**src/rtl/rr_arbiter_8.sv**
```systemverilog
// Eight-way round-robin arbiter with registered one-hot grant, owner release,
// requester withdraw and an optional hold timeout with a one-cycle pulse.
module rr_arbiter_8 #(
    parameter int unsigned MAX_HOLD = 16
) (
    input  logic       clk,
    input  logic       rst,
    input  logic [7:0] req,
    input  logic       done,
    output logic [7:0] gnt,
    output logic [2:0] gnt_idx,
    output logic       gnt_valid,
    output logic       timeout
);

    localparam logic [0:0] ST_IDLE  = 1'b0;
    localparam logic [0:0] ST_GRANT = 1'b1;

    localparam logic       HOLD_EN   = (MAX_HOLD != 0);
    localparam logic [7:0] HOLD_LAST = 8'(MAX_HOLD - 1);

    logic [0:0] state_q,     state_d;
    logic [2:0] ptr_q,       ptr_d;
    logic [7:0] hold_cnt_q,  hold_cnt_d;
    logic [7:0] gnt_q,       gnt_d;
    logic [2:0] gnt_idx_q,   gnt_idx_d;
    logic       gnt_valid_q, gnt_valid_d;
    logic       timeout_q,   timeout_d;

    logic       rel_done_s;
    logic       rel_wd_s;
    logic       rel_to_s;
    logic [2:0] pick_s;

    // Same 3-to-8 decode as the datapath slot select.
    function automatic logic [7:0] dec3to8(input logic [2:0] idx);
        logic [7:0] one_hot;
        one_hot = 8'h00;
        one_hot[idx] = 1'b1;
        return one_hot;
    endfunction

    // First requester at or after the pointer, wrapping modulo 8.
    function automatic logic [2:0] rr_pick(input logic [7:0] r, input logic [2:0] p);
        logic [2:0] idx;
        logic [2:0] sel;
        logic       found;
        sel   = p;
        found = 1'b0;
        for (int k = 0; k < 8; k++) begin
            idx = p + 3'(k);
            if (!found && r[idx]) begin
                sel   = idx;
                found = 1'b1;
            end
        end
        return sel;
    endfunction

    assign pick_s     = rr_pick(req, ptr_q);
    assign rel_done_s = done;
    assign rel_wd_s   = ~req[gnt_idx_q];
    assign rel_to_s   = HOLD_EN && (hold_cnt_q == HOLD_LAST);

    // Next-state logic for the grant FSM.
    always_comb begin
        state_d     = state_q;
        ptr_d       = ptr_q;
        hold_cnt_d  = hold_cnt_q;
        gnt_idx_d   = gnt_idx_q;
        gnt_valid_d = gnt_valid_q;
        timeout_d   = 1'b0;
        case (state_q)
            ST_IDLE: begin
                if (|req) begin
                    gnt_idx_d   = pick_s;
                    gnt_valid_d = 1'b1;
                    hold_cnt_d  = 8'd0;
                    state_d     = ST_GRANT;
                end else begin
                    gnt_valid_d = 1'b0;
                end
            end
            ST_GRANT: begin
                if (rel_done_s || rel_wd_s || rel_to_s) begin
                    gnt_valid_d = 1'b0;
                    ptr_d       = gnt_idx_q + 3'd1;
                    state_d     = ST_IDLE;
                    // A timeout coinciding with done or withdraw is a normal release.
                    timeout_d   = rel_to_s && !rel_done_s && !rel_wd_s;
                end else if (hold_cnt_q != 8'hFF) begin
                    hold_cnt_d  = hold_cnt_q + 8'd1;
                end else begin
                    hold_cnt_d  = hold_cnt_q;
                end
            end
            default: begin
                state_d     = ST_IDLE;
                gnt_valid_d = 1'b0;
            end
        endcase
        gnt_d = gnt_valid_d ? dec3to8(gnt_idx_d) : 8'h00;
    end

    // State and output registers with synchronous reset.
    always_ff @(posedge clk) begin
        if (rst) begin
            state_q     <= ST_IDLE;
            ptr_q       <= 3'd0;
            hold_cnt_q  <= 8'd0;
            gnt_q       <= 8'h00;
            gnt_idx_q   <= 3'd0;
            gnt_valid_q <= 1'b0;
            timeout_q   <= 1'b0;
        end else begin
            state_q     <= state_d;
            ptr_q       <= ptr_d;
            hold_cnt_q  <= hold_cnt_d;
            gnt_q       <= gnt_d;
            gnt_idx_q   <= gnt_idx_d;
            gnt_valid_q <= gnt_valid_d;
            timeout_q   <= timeout_d;
        end
    end

    assign gnt       = gnt_q;
    assign gnt_idx   = gnt_idx_q;
    assign gnt_valid = gnt_valid_q;
    assign timeout   = timeout_q;

endmodule

```
**config.mk**
```make
export PLATFORM = sky130hd
export DESIGN_NAME = rr_arbiter_8
export DESIGN_NICKNAME = d
export VERILOG_FILES = /design/src/rtl/rr_arbiter_8.sv
export SDC_FILE = /design/constraint.sdc
export NUM_CORES = 1
export LEC_CHECK = 0
export ABC_AREA = 1
export BUFFER_PORTS_ARGS = -buffer_cell sky130_fd_sc_hd__buf_4
export CORE_ASPECT_RATIO = 0.7
export CORE_MARGIN = 3
export CORE_UTILIZATION = 43
export CTS_CLUSTER_DIAMETER = 30
export DETAILED_ROUTE_END_ITERATION = 6
export GPL_TIMING_DRIVEN = 1
export PLACE_DENSITY = 0.73
export SLEW_MARGIN = 5
export SYNTH_ARGS = -nofsm -noshare
export SYNTH_HDL_FRONTEND = slang
export SYNTH_SLANG_ARGS = --single-unit
```
**constraint.sdc**
```tcl
create_clock -name clk -period 2.9 [get_ports clk]
set_clock_uncertainty 0.05 [all_clocks]
set_input_delay 0.145 -clock clk [delete_from_list [all_inputs] [get_ports clk]]
set_output_delay 0.145 -clock clk [all_outputs]
set_load 0.05 [all_outputs]
```
Yosys cells after proc, flatten, opt, wreduce, memory -nomap -nowiden --
Cells that the tools add are included.
Storage, ports and cells: bits in registers 25, output and inout bits 13, logic and storage cells 106, input bits 11
Operators by class: mux-type cells 45, bitwise gates (word level) 4, add/sub/neg operators 9, order comparisons 11, reductions and logical operators 25, equality and inequality tests 5
Operators with widths (count):
- less-than comparator 3 x 4 -> 1 bit, second input constant | 10
- binary-select mux 1 bit (select 3 bit) | 9
- 2-to-1 mux 3 bit | 9
- 2-to-1 mux 8 bit | 3
- 2-to-1 mux 1 bit | 20
- one-hot mux 8 bit (2 select lines) | 1
- adder 3 bit, second input constant | 4
- logical AND 1 bit | 10
- adder 8 x 1 -> 8 bit, second input constant | 1
- == test 8 x 4 -> 1 bit, second input constant | 1
- logical NOT 1 bit | 8
- inequality test 8 bit, second input constant | 1
- OR reduction 8 bit | 1
- adder 3 x 1 -> 3 bit, second input constant | 2
- adder 3 x 2 -> 3 bit, second input constant | 2
- inequality test 2 bit, second input constant | 2
- inverter 1 bit | 4
- one-hot mux 1 bit (2 select lines) | 2
- demux 1 bit (select 3 bit) | 1
- greater-or-equal comparator 3 x 1 -> 1 bit, second input constant | 1
- AND reduction 3 bit | 1
- OR reduction 3 bit | 1
- logical OR 1 bit | 2
- inequality test 2 x 1 -> 1 bit, second input constant | 1
- 2 further kinds | 2

Longest topological paths before layout --
Gate-level depths: netlist of run 1.
depth in word-level cells 30, gate-level depth with buffers 23, gate-level depth less buffers 21

Worst setup path after synthesis of run 1 --
No wires, ideal clock.
path kind reg2reg, from register ptr_q[1], to register gnt_q[0] (netlist: gnt[0]), data arrival time 2.202 ns, cell stages (with the launch flop) 23, clock period less this slack 2.365 ns, library setup time 0.113 ns, path slack 0.535 ns, path buffers 2, required time 2.737 ns, path through dfxtp_1 > buf_6 > inv_4 > ha_1 > buf_2 > inv_2 > nand3_1 > nand2_1 > nor2_2 > nor2_2 > inv_2 > nor2_8 > nand2_2 > nor2_4 > nand2_2 > inv_2 > nor2_1 > nand2_1 > nand2_1 > nand2_2 > nand2_2 > nand2_2 > nor2_1
Between the ends: cells in the longest elaborated chain, start to end 30, elaborated cells on any way between the ends 58, classes of those cells add/sub (7); order compare (2); mux (34); reduce/logical (15)
RTL lines:
- start: declaration | line 23 | logic [2:0] ptr_q, ptr_d;
- start signal: assignment | line 117 | ptr_q <= ptr_d;
- branches (longest 23 deep; another with adder 3 x 1 -> 3 bit)
- 2-to-1 mux 3 bit * | line 52 | if (!found && r[idx]) begin
- 2-to-1 mux 3 bit * | line 75 | if (|req) begin
- 2-to-1 mux 3 bit * | line 73 | case (state_q)
- less-than comparator 3 x 4 -> 1 bit (not written as such) / greater-or-equal comparator 3 x 1 -> 1 bit (equally long branches) | line 39 | one_hot[idx] = 1'b1;
- logical AND 1 bit (not written as such) | line 39
- 2-to-1 mux 1 bit (not written as such) | line 39
- demux 1 bit (select 3 bit) * | line 39
- end signal: assignment | line 119 | gnt_q <= gnt_d;
- end: declaration | line 25 | logic [7:0] gnt_q, gnt_d;
Every way passes the cells marked *. The select of a mux whose other input is x is not followed. A chain may end at the register's enable or synchronous reset.

Worst setup path in the final report of run 1 --
from register ptr_q[1], to register gnt_q[5] (netlist: gnt[5])
Same word-level chain as after synthesis.

==> results of run 1 <==
[per-stage QoR]
| step | std cells | cell area, um2 | utilization [%] | hold WS, ns |
|---|---|---|---|---|
| 3_3_place_gp | 357 | 2101 | 51.98 | 0.3509 |
| 5_1_grt | 361 | 2150 | 53.19 | 0.05676 |
| 4_1_cts | 361 | 2150 | 53.19 | 0.05793 |
| 6_report | 361 | 2150 | 53.19 | 0.07300 |
| 3_5_place_dp | 357 | 2101 | 51.98 | 0.3536 |
| 2_1_floorplan | 282 | 1868 | - | 0.2837 |
[final cells by class]
type | count | share of cell area, %
clock buffer | 3 | 1.921
clock inverter | 1 | 0.3492
inverter | 29 | 5.355
multi-input combinational | 223 | 56.29
sequential | 25 | 23.28
tap | 52 | 3.027
timing repair buffer | 28 | 9.779
[where the power goes]
part / switching, mW / internal [mW] / total [mW]
combinational: 1.03 / 0.486 / 1.52
sequential: 0.0738 / 0.409 / 0.483
clock: 0.112 / 0.0974 / 0.210
[state kept, by name, indices dropped and copies added, names as in the netlist]
| name | count |
|---|---|
| gnt | 8 |
| hold_cnt_q | 8 |
| gnt_idx | 3 |
| ptr_q | 3 |
| gnt_valid | 1 |
| state_q | 1 |
| timeout | 1 |
[metal layers]
layer | vias to the layer above | global-route usage [%]
met1 | 849 | 28.57
met2 | 62 | 26.87
met4 | 0 | 1.580
met5 | - | 0
met3 | 2 | 5.348
li1 | 985 | -
[cells by family (layout without fill, tap and decap cells)]
| group | count (synthesis) | count (layout) | share of synthesized area [%] |
|---|---|---|---|
| flops | 25 | 25 | 26.79 |
| fa+ha+maj | 4 | 4 | 2.679 |
| xor+xnor | 5 | 5 | 4.154 |
| compound gates | 36 | 36 | 11.25 |
| buf+inv | 34 | 61 | 8.438 |
| simple gates | 178 | 178 | 46.68 |
[worst paths after layout]
kind	from	to
setup / recovery	ptr_q[1]	gnt[5]
setup reg to reg	ptr_q[1]	gnt[5]
hold reg to reg	hold_cnt_q[3]	hold_cnt_q[3]
hold / removal	rst	gnt_idx[0]
[layout by cell type, fill, tap and decap left out, types with 3 or more instances in the layout]
cell type,synthesis,layout
nor3_1,4,4
clkbuf_8,0,3
a21oi_1,12,12
nor2_1,31,31
inv_2,8,8
nand2_2,14,14
ha_1,4,4
o21ai_0,12,12
buf_4,0,28
nand2_1,69,69
nand3_2,4,4
inv_1,18,18
nand4_1,6,6
dfxtp_1,25,25
nand3_1,37,37
o21ai_1,3,3
==> flow_summary.ini, run 1 <==
[run_status]
outcome = finished, final reports clean

[yosys]
post-synth-top-count-cell = nand2_1
syn_nets = 297
syn_area_per_cell_um2 = 6.624
synthCells = 282
synth_area_leaders = dfxtp_1 27%, nand2_1 14%, nand3_1 9.9%
synth_common_cells = 69 x nand2_1, 37 x nand3_1, 31 x nor2_1
syn_area_um2 = 1868
synth_flop_cell = dfxtp_1
ys_seq_area_share_pct = 26.79
yosys.area.top_type = dfxtp_1
synth_seq_cells = 25
ys_warn_count = 0
synth.distinct_cells = 39
ys_async_sr_fraction_pct = 0
synth_top_area_share_pct = 26.79
synth_edf_count = 0

[die]
die_h_um = 61.15
die-area_um2 = 5184
die_x_um = 84.78
ios = 24
start_util_pct = 46.22
fp.coreArea_um2 = 4041
rows = 19

[routing]
drt_pre_antenna_iters = 4
wire_per_inst_um = 12.78
antenna_left = 0
drc = 0
via_count = 1898
wl_met1_um = 2390
dr_wl_met2_um = 1836
top_layer_used = met4
wl_um = 4614
wl_met3_um = 375
viasPerCell = 5.258
first_iter_violations = 195

[critical_path]
crit_chain = inv_4, ha_1, inv_2, nand3_1, nand2_1, nor2_1, nor2_2, inv_2, nor2_8, nand2_2, nor2_4, nand2_2, inv_2, a21oi_1, a21oi_2, nand2_1, nor2_1
worstPathArrival_ns = 2.70
rr_worst_depth = 17
slowest_stage = ha_1
cp.depth = 17
cpPeakStageDelay_ns = 0.40
path_buf_inv = 4
cpLargestDelayFamily = simple AND/OR/NAND/NOR gates
crit_type = flip-flop to flip-flop
required_ns = 3.06
rrSetupSlack_ns = 0.36
critPathLaunchType = flip-flop
end_kind = flip-flop
cpMostUsedCell = inv_2
worstPathMaxFanout = 8

[sta]
max_freq_mhz = 394.0
worst_slack_ns = 0.3621
period_share_pct = 87.51
rsz0062_at_grt = no
tns_ns = 0
slew_viol_final = 0
timing.final.hold_violations = 0
setup_violations = 0
fin_crit_ns = 2.538
relSlewSlack_pct = 63.75
worst-slew-pin-transition_ns = 0.5430

[global_route]
grt_usage_pct = 18.68
grt_max_degree = 16
grt_overflow_total = 0
grt_pass1_vias = 1662
antenna_found_initial = 0
grt_pass1_wl_um = 7845

[finish]
antenna_cells = 0
multiInputGateArea_um2 = 1210
nNetsFinal = 325
drive_gt1_share_pct = 23.95
syn2layout_area_growth_pct = 15.07
regArea_um2 = 500.5
fill_cells = 416

[placement]
globalplace.congestion = 1.043
preCtsSetupSlack_ns = 0.4012
port_buffers = 23
dp_hpwl_um = 3793

[worst_hold_path]
hp-class = input port to flip-flop
hold-path-cell-count = 2

[pwr]
powerDensity_nw_per_um2 = 1028
max-vdd-ir-drop_v = 0.0005523
leakage_nw = 1.005
power_mw = 2.210

[cts]
clkSinkCount = 25
cts.reportedPaths.clkPinSlew_ns = 0.09
ctsResizeCount = 0
root_buffer = clkbuf_8
cts_max_level = 1
cts_setup_buffers = 0
cts_made_buffers = 3
cts_hold_buf = 0
clock_latency_ns = 0.27
clockBufferDepth = 2
cts_tree = built

[run]
maxCapViolCount = 0
Note: power is estimated with default switching activity, not from simulation.
==> run 2: changes to the inputs <==
- BUFFER_PORTS_ARGS: -buffer_cell sky130_fd_sc_hd__buf_4 -> not set
- DONT_BUFFER_PORTS: not set -> 1
- PLACE_DENSITY: 0.73 -> 0.69
- clock period: 2.9 -> 3 ns (I/O delays scaled with it)
==> flow_summary.ini, run 2 (synthesis gave the netlist of run 1 again) <==
[cts]
clockBufferDepth = 2
cts_tree = built
clkSinkCount = 25
cts_made_buffers = 3
cts.reportedPaths.clkPinSlew_ns = 0.09
cts_setup_buffers = 0
ctsResizeCount = 0
cts_max_level = 1
clock_latency_ns = 0.27
root_buffer = clkbuf_8
cts_hold_buf = 1

[die]
ios = 24
die_x_um = 84.78
rows = 19
die-area_um2 = 5184
die_h_um = 61.15
start_util_pct = 46.22
fp.coreArea_um2 = 4041

[pwr]
intPower_mw = 0.9112
leakage_nw = 0.8977
power_mw = 2.055
switching_share_pct = 55.65
max-vdd-ir-drop_v = 0.0005075
powerDensity_nw_per_um2 = 1030
seq_power_share_pct = 26.9
comb_power_share_pct = 63.3
clkPwrFrac_pct = 9.8
switchingPower_mw = 1.143

[placement]
globalplace.congestion = 1.052
dp.cells = 335
preCtsSetupSlack_ns = 0.5079
port_buffers = 0
dp_hpwl_um = 3517
place_area_um2 = 1936

[critical_path]
r2r-start = ptr_q[0]
path_buf_inv = 3
cpLargestDelayFamily = simple AND/OR/NAND/NOR gates
rr_worst_depth = 19
cpPeakStageDelay_ns = 0.43
critPathLaunchType = flip-flop
rrSetupSlack_ns = 0.46
worstPathArrival_ns = 2.70
crit_chain = inv_2, ha_1, inv_2, nand3_1, nand2_1, nand2_1, nand2_2, nand3_1, inv_1, nand2_1, nand3_1, nand2_1, nand2_1, nand2_1, nand2_1, nand2_1, a21oi_2, nand2_1, nor2_1
slowest_stage = ha_1
required_ns = 3.16
worstPathMaxFanout = 10
worstReg2RegEnd = gnt[0]
cpMostUsedCell = nand2_1
crit_type = flip-flop to flip-flop
end_kind = flip-flop

[finish]
layoutNonFillerInstCount = 340
nNetsFinal = 304
final_cell_mix = 69 x nand2_1, 37 x nand3_1, 31 x nor2_1
antenna_cells = 0
final_area_um2 = 1994
drive_gt1_share_pct = 18.06
syn2layout_area_growth_pct = 6.765
final_common_cell = nand2_1
final_util_pct = 49.35

[worst_hold_path]
hp-class = input port to flip-flop
hold-path-cell-count = 3
hold_start = rst
holdPathEnd = ptr_q[0]

[sta]
tns_ns = 0
worst_slack_ns = 0.4565
timing.hold.ws_ns = 0.009111
fin_crit_ns = 2.544
timing.final.hold_violations = 0
relSlewSlack_pct = 63.64
setup_violations = 0
worst-slew-pin-transition_ns = 0.5397
rsz0062_at_grt = no
period_share_pct = 84.78
slew_viol_final = 0
max_freq_mhz = 393.2

[routing]
antenna_left = 0
first_iter_violations = 153
drc = 0
viasPerCell = 5.329
drt_pre_antenna_iters = 6
wl_um = 4324
via_count = 1812
wire_per_inst_um = 12.72

[global_route]
grt_pass1_wl_um = 6989
grt_usage_pct = 16.94
grt_pass1_vias = 1470
antenna_found_initial = 0
grt_max_degree = 16
grt_overflow_total = 0

[run_status]
outcome = finished, final reports clean

[run]
maxCapViolCount = 0
[run 2: cell types whose count changed in the layout (fill, tap and decap cells not counted)]
cell	previous run	this run
buf_4	28	6
dlygate4sd3_1	0	1
[run 2: worst reg2reg max path, delay by kind of cell, from the launching register on]
kind            cells  cell delay, ns
simple gates       14            1.12
flops               1            0.35
buf+inv             3            0.33
compound gates      1            0.17
fa+ha+maj           1            0.43
[run 2: worst max-delay path by stage]
stage / cells past startpoint / endpoint / from
final: 19 / gnt[0] / ptr_q[0]
after global routing: 19 / gnt[6] / ptr_q[0]
after CTS: 17 / gnt[0] / ptr_q[0]
after detailed placement: 20 / gnt[0] / ptr_q[0]
after global placement: 20 / gnt[2] / ptr_q[0]
after floorplan: 22 / gnt[0] / ptr_q[1]
[run 2: layer usage]
layer  track usage [%]  wire length [um]  vias to the layer above
met2             22.85              1588                       77
met4             2.257                18                        0
li1                  -                 -                      944
met1             26.33              2288                      787
met3             5.481               428                        4
met5                 0                 0                        -
[run 2: cell type report]
| class | count | area [um2] |
|---|---|---|
| clock buffer | 3 | 41.29 |
| clock inverter | 1 | 7.507 |
| timing repair buffer | 7 | 55.05 |
| sequential | 25 | 500.5 |
| inverter | 29 | 115.1 |
| tap | 52 | 65.06 |
| fill | 420 | 2047 |
| multi-input combinational | 223 | 1210 |
[run 2: power by group through the flow]
stage	combinational (mW)	sequential [mW]	clock [mW]
6_report	1.30	0.552	0.201
3_3_place_gp	1.29	0.564	0
2_1_floorplan	1.03	0.592	0
5_1_grt	1.46	0.563	0.218
3_5_place_dp	1.28	0.561	0
4_1_cts	1.29	0.554	0.207
